`src/rtl/team_06_sram_arbiter.sv`:
```
// Round-robin arbiter sharing one wishbone_manager CPU port between two SRAM requesters.
// Latency: request seen in IDLE -> strobe next cycle; done one cycle after mgr_busy falls (min 4 cycles).
// Backpressure: requests are levels held until done; mgr_busy high in IDLE blocks any new grant.
module team_06_sram_arbiter #(
    parameter int ADDR_W       = 32,
    parameter int DATA_W       = 32,
    parameter int BUSY_TIMEOUT = 16
) (
    input  logic              clk,
    input  logic              rst,
    input  logic              req0_read,
    input  logic              req0_write,
    input  logic [ADDR_W-1:0] req0_addr,
    input  logic [DATA_W-1:0] req0_wdata,
    input  logic [3:0]        req0_sel,
    output logic [DATA_W-1:0] req0_rdata,
    output logic              req0_done,
    output logic              req0_busy,
    input  logic              req1_read,
    input  logic              req1_write,
    input  logic [ADDR_W-1:0] req1_addr,
    input  logic [DATA_W-1:0] req1_wdata,
    input  logic [3:0]        req1_sel,
    output logic [DATA_W-1:0] req1_rdata,
    output logic              req1_done,
    output logic              req1_busy,
    output logic [DATA_W-1:0] mgr_dat_o,
    output logic [ADDR_W-1:0] mgr_adr,
    output logic [3:0]        mgr_sel,
    output logic              mgr_write,
    output logic              mgr_read,
    input  logic [DATA_W-1:0] mgr_dat_i,
    input  logic              mgr_busy,
    output logic              err_timeout
);

    localparam int CNT_W = $clog2(BUSY_TIMEOUT + 1);

    typedef enum logic [2:0] {
        S_IDLE,
        S_ISSUE,
        S_WAIT_BUSY,
        S_WAIT_DONE,
        S_RESP
    } state_t;

    state_t              r_state;
    state_t              w_next_state;

    logic                r_grant;
    logic                r_last_grant;
    logic                r_op_wr;
    logic [CNT_W-1:0]    r_cnt;
    logic [DATA_W-1:0]   r_req0_rdata;
    logic [DATA_W-1:0]   r_req1_rdata;
    logic                r_req0_done;
    logic                r_req1_done;
    logic                r_req0_busy;
    logic                r_req1_busy;
    logic [DATA_W-1:0]   r_mgr_dat_o;
    logic [ADDR_W-1:0]   r_mgr_adr;
    logic [3:0]          r_mgr_sel;
    logic                r_mgr_write;
    logic                r_mgr_read;
    logic                r_err_timeout;

    logic                w_req0_any;
    logic                w_req1_any;
    logic                w_grant_vld;
    logic                w_grant;
    logic                w_sel_wr;
    logic [ADDR_W-1:0]   w_sel_addr;
    logic [DATA_W-1:0]   w_sel_wdata;
    logic [3:0]          w_sel_sel;
    logic                w_cnt_last;

    // On a tie the port that did not win last time gets the grant; a lone requester always wins.
    assign w_req0_any  = req0_read | req0_write;
    assign w_req1_any  = req1_read | req1_write;
    assign w_grant_vld = ~mgr_busy & (w_req0_any | w_req1_any);
    assign w_grant     = (w_req0_any & w_req1_any) ? ~r_last_grant : w_req1_any;
    // Write wins when a requester raises both read and write.
    assign w_sel_wr    = w_grant ? req1_write : req0_write;
    assign w_sel_addr  = w_grant ? req1_addr  : req0_addr;
    assign w_sel_wdata = w_grant ? req1_wdata : req0_wdata;
    assign w_sel_sel   = w_grant ? req1_sel   : req0_sel;
    assign w_cnt_last  = (r_cnt == CNT_W'(BUSY_TIMEOUT - 1));

    // State register.
    always_ff @(posedge clk or posedge rst) begin
        if (rst) begin
            r_state <= S_IDLE;
        end else begin
            r_state <= w_next_state;
        end
    end

    // Next-state decode for the strobe / BUSY_O handshake.
    always_comb begin
        w_next_state = r_state;
        case (r_state)
            S_IDLE:      if (w_grant_vld) w_next_state = S_ISSUE;
            S_ISSUE:     w_next_state = S_WAIT_BUSY;
            S_WAIT_BUSY: begin
                if (mgr_busy)        w_next_state = S_WAIT_DONE;
                else if (w_cnt_last) w_next_state = S_RESP;
            end
            S_WAIT_DONE: if (!mgr_busy) w_next_state = S_RESP;
            S_RESP:      w_next_state = S_IDLE;
            default:     w_next_state = S_IDLE;
        endcase
    end

    // Registered outputs: command latch, one-cycle strobe, timeout count, read capture and done/err pulses.
    always_ff @(posedge clk or posedge rst) begin
        if (rst) begin
            r_grant       <= 1'b0;
            r_last_grant  <= 1'b1;
            r_op_wr       <= 1'b0;
            r_cnt         <= '0;
            r_req0_rdata  <= '0;
            r_req1_rdata  <= '0;
            r_req0_done   <= 1'b0;
            r_req1_done   <= 1'b0;
            r_req0_busy   <= 1'b0;
            r_req1_busy   <= 1'b0;
            r_mgr_dat_o   <= '0;
            r_mgr_adr     <= '0;
            r_mgr_sel     <= '0;
            r_mgr_write   <= 1'b0;
            r_mgr_read    <= 1'b0;
            r_err_timeout <= 1'b0;
        end else begin
            r_mgr_write   <= 1'b0;
            r_mgr_read    <= 1'b0;
            r_req0_done   <= 1'b0;
            r_req1_done   <= 1'b0;
            r_err_timeout <= 1'b0;
            case (r_state)
                S_IDLE: begin
                    if (w_grant_vld) begin
                        r_grant     <= w_grant;
                        r_op_wr     <= w_sel_wr;
                        r_mgr_adr   <= w_sel_addr;
                        r_mgr_dat_o <= w_sel_wdata;
                        r_mgr_sel   <= w_sel_sel;
                        r_mgr_write <= w_sel_wr;
                        r_mgr_read  <= ~w_sel_wr;
                        if (w_grant) r_req1_busy <= 1'b1;
                        else         r_req0_busy <= 1'b1;
                    end
                end
                S_ISSUE: begin
                    r_cnt <= '0;
                end
                S_WAIT_BUSY: begin
                    if (!mgr_busy) begin
                        if (w_cnt_last) begin
                            r_err_timeout <= 1'b1;
                            r_req0_done   <= ~r_grant;
                            r_req1_done   <= r_grant;
                        end else begin
                            r_cnt <= r_cnt + CNT_W'(1);
                        end
                    end
                end
                S_WAIT_DONE: begin
                    if (!mgr_busy) begin
                        r_req0_done <= ~r_grant;
                        r_req1_done <= r_grant;
                        if (!r_op_wr) begin
                            if (r_grant) r_req1_rdata <= mgr_dat_i;
                            else         r_req0_rdata <= mgr_dat_i;
                        end
                    end
                end
                S_RESP: begin
                    r_req0_busy  <= 1'b0;
                    r_req1_busy  <= 1'b0;
                    r_last_grant <= r_grant;
                end
                default: ;
            endcase
        end
    end

    assign req0_rdata  = r_req0_rdata;
    assign req0_done   = r_req0_done;
    assign req0_busy   = r_req0_busy;
    assign req1_rdata  = r_req1_rdata;
    assign req1_done   = r_req1_done;
    assign req1_busy   = r_req1_busy;
    assign mgr_dat_o   = r_mgr_dat_o;
    assign mgr_adr     = r_mgr_adr;
    assign mgr_sel     = r_mgr_sel;
    assign mgr_write   = r_mgr_write;
    assign mgr_read    = r_mgr_read;
    assign err_timeout = r_err_timeout;

endmodule

```
`config.mk`:
```
export PLATFORM = sky130hd
export DESIGN_NAME = team_06_sram_arbiter
export DESIGN_NICKNAME = d
export VERILOG_FILES = /design/src/rtl/team_06_sram_arbiter.sv
export SDC_FILE = /design/constraint.sdc
export NUM_CORES = 1
export LEC_CHECK = 0
export ABC_AREA = 1
export CAP_MARGIN = 20
export CORE_AREA = 3 3 116 141
export DETAILED_ROUTE_END_ITERATION = 8
export DIE_AREA = 0 0 119 144
export GPL_TIMING_DRIVEN = 0
export PLACE_DENSITY = 0.83
export SYNTH_ARGS = -nofsm -noshare
export SYNTH_HDL_FRONTEND = slang
export SYNTH_SLANG_ARGS = --single-unit
```
`constraint.sdc`:
```
create_clock -name clk -period 7.8 [get_ports clk]
set_input_delay 1.17 -clock clk [delete_from_list [all_inputs] [get_ports clk]]
set_output_delay 1.17 -clock clk [all_outputs]
set_load 0.01 [all_outputs]
```
==> impl_metrics.py <==
metrics = {
    "setup_path": {
        "path_buf_inv": 1,
        "critical_path_class": "register to primary output",
        "slowest_delay_ps": 610,
        "worst_setup_path_start_kind": "register",
        "crit_fanout": 2,
        "arrival_ps": 1390,
        "crit_slowest_cell": "clkdlybuf4s50_1",
        "crit_family": "buffers and inverters",
        "cp_data_required_time_ps": 6630,
        "cp_cell_sequence": "clkdlybuf4s50_1",
        "cp-end-kind": "primary output",
    },
    "outcome": {
        "status": "finished, final reports clean",
    },
    "clock_network": {
        "worstSkewPairLatency_ps": 430,
        "cts_resized": 0,
        "cts_tree": "built",
        "htreeDepth": 4,
        "clk_pin_slew_ps": 60,
        "clock_path_buffers": 2,
        "numCtsBuffers": 17,
        "root_buffer": "clkbuf_16",
        "post_cts_buffers": 0,
        "numClockSinks": 150,
        "cts_hold_buf": 0,
    },
    "cells_and_area": {
        "design_area_mm2": 0.0107,
        "nNetsFinal": 1362,
        "drive_above_1_share_pct": 6.85,
        "n_antenna_cell": 0,
        "area_delta_synth_final_pct": 59.1,
    },
    "global_route": {
        "overflow": 0,
        "antenna_found_initial": 1,
        "grt_pass1_wl_um": 34300,
        "grt_max_degree": 81,
        "first_global_vias": 6509,
        "grtUsageTotal_pct": 25.9,
    },
    "timing": {
        "final.setup.tns_ps": 0,
        "final-hold-violation-count": 0,
        "worst_pin_slew_ps": 687,
        "setup_ws_ps": 5240,
        "rsz0062_at_grt": "false",
        "setup_violations": 0,
        "fin_skew_ps": 10.5,
        "finalCriticalPeriod_ps": 2560,
        "clock.fmax_ghz": 0.391,
        "period_share_pct": 32.8,
        "drv_slew": 0,
        "relSlewSlack_pct": 54.2,
    },
    "routing": {
        "ant_nets": 0,
        "drc_errors": 0,
        "wl_per_cell_um": 16.0,
        "drt-total-wl_um": 22500,
        "drtIter0Drc": 378,
        "firstDrtPassIters": 6,
        "vias_per_cell": 4.79,
        "dr_total_vias": 6715,
    },
    "synthesis": {
        "synth-compound-area-share_pct": 10.7,
        "synthTopCellsByArea": "dfrtp_1 (55%), nand2_1 (17%), o21ai_1 (8.2%), inv_1 (6.3%), nor2_1 (4.6%)",
        "synthMuxAreaShare_pct": 0,
        "yosysSeqAreaShare_pct": 55.7,
        "syn_nets": 1029,
        "synth_cells": 851,
        "synth_top_area_share_pct": 55.3,
        "synth_cell_type_count": 24,
        "synth-xor-area-share_pct": 0.130,
        "ys_seq_elements": 150,
        "yosys.area.top_type": "dfrtp_1",
        "synth_area_mm2": 0.00675,
        "synthSimpleGateAreaFrac_pct": 23.3,
        "synth_top_family_by_area": "simple AND/OR/NAND/NOR gates",
        "ys_warn_count": 0,
        "avgSynthCellArea_um2": 7.93,
        "synthAdderAreaFrac_pct": 0.556,
    },
    "power": {
        "pwr-share-comb_pct": 44.9,
        "intPower_mw": 2.44,
        "power_frac_clock_pct": 20.7,
        "fin_total_pwr_mw": 3.83,
        "power.density_mw_per_mm2": 357,
        "p_sw_share_pct": 36.3,
        "ir_drop_v": 0.000185,
        "p_leak_nw": 5.15,
        "pwr-share-seq_pct": 34.5,
        "netSwitchingPower_mw": 1.39,
    },
    "hold_path": {
        "min_path_type": "register to register",
    },
    "floorplan": {
        "dieHeight_um": 144,
        "core_mm2": 0.0150,
        "die_w_um": 119,
        "initial_utilization_pct": 44.9,
        "dieArea_mm2": 0.0171,
        "rows": 49,
        "ios": 314,
    },
    "placed_design": {
        "dpl_worst_slack_ps": 4820,
        "portBuffers": 313,
        "place_hpwl_um": 17000,
        "placed_cell_area_mm2": 0.0102,
        "place_congestion": 0.847,
    },
    "flow_run": {
        "max_cap_violations": 0,
    },
}
## power by group through the flow
| stage | Combinational (mW) | Sequential, mW | Clock (mW) |
|---|---|---|---|
| after CTS | 1.74 | 1.32 | 0.807 |
| after floorplan | 0.618 | 1.46 | 0 |
| final | 1.72 | 1.32 | 0.792 |
| after global routing | 1.88 | 1.36 | 0.837 |
| after global placement | 1.70 | 1.32 | 0 |
| after detailed placement | 1.73 | 1.33 | 0 |
## worst paths after layout
kind                          startpoint        endpoint  slack [ps]  depth (start not counted)
max                        mgr_dat_o[26]   mgr_dat_o[26]        5240                          1
min                              r_grant       req0_done         450                          1
max reg2reg                     r_cnt[0]        r_cnt[3]        6050                         10
min reg2reg                      r_grant       req0_done         450                          1
max in group asynchronous            rst    r_last_grant        5700                          3
min in group asynchronous            rst  req1_rdata[16]        1250                          2
## cell families (layout without fill, tap and decap cells)
kind of cell	count (synthesis)	count (layout)
adders and majority gates	3	3
xor gates and xnor gates	1	1
buffers and inverters	156	502
AOI/OAI and AO/OA	143	143
and+or+nand+nor	398	398
DFF	150	150
## metal layers
metal	up-vias	GRT usage (%)	share of wire (%)
li1	3258	-	-
met1	3106	28.7	38
met2	299	45.9	50
met3	50	9.35	8.7
met4	2	10.0	3.0
met5	-	0	0.049
## metrics by stage
| step | cells | hold slack [ps] | util [%] |
|---|---|---|---|
| floorplan | 851 | 409 | - |
| global placement | 1368 | 425 | 67.5 |
| detailed placement | 1369 | 435 | 67.7 |
| CTS | 1401 | 442 | 71.5 |
| global route | 1401 | 469 | 71.5 |
| finish | 1401 | 448 | 71.5 |
## sequential cells by signal (all words and copies together) (netlist names), 3 cells and up
register	flops
req1_rdata	32
r_state	3
mgr_adr	32
mgr_dat_o	32
req0_rdata	32
r_cnt	5
mgr_sel	4
## cells in the mapped netlist (all sizes together)
cell type  instances
clkbuf             3
a21oi              5
nor3               1
nor3b              1
dfstp              1
a211oi             1
nand3             10
o21ai            136
ha                 3
a31oi              1
buf               38
inv              115
nor2              87
nand2            298
dfrtp            149
xor2               1
nand4              1
## cell usage in the layout, fill, tap and decap left out
cell type and instances:
clkdlybuf4s50_1 313, nand2_1 298, dfrtp_1 149, inv_1 112, o21ai_1 111, nor2_1 83, buf_2 35, o21ai_0 24
clkbuf_16 17, nand3_1 8, clkinvlp_4 6, a21oi_1 5, nor2_4 4, inv_6 4, buf_6 3, clkbuf_1 3
ha_1 3, inv_2 2, nand3_4 2, clkinv_4 2, clkbuf_2 1, o21ai_2 1, nor3b_1 1, a211oi_1 1
nor3_1 1, xor2_1 1, nand4_1 1, a31oi_1 1, clkinv_2 1, bufinv_16 1, clkbuf_8 1, buf_16 1
dfstp_2 1
## area by class of cell
type / count / area (µm²)
fill: 1173 / 4290
clock inverter: 13 / 124
inverter: 115 / 437
timing repair buffer: 314 / 3160
clock buffer: 19 / 443
tap: 204 / 255
sequential: 150 / 3750
buffer: 41 / 221
multi-input combinational: 545 / 2340
(Power assumes the default switching activity.)
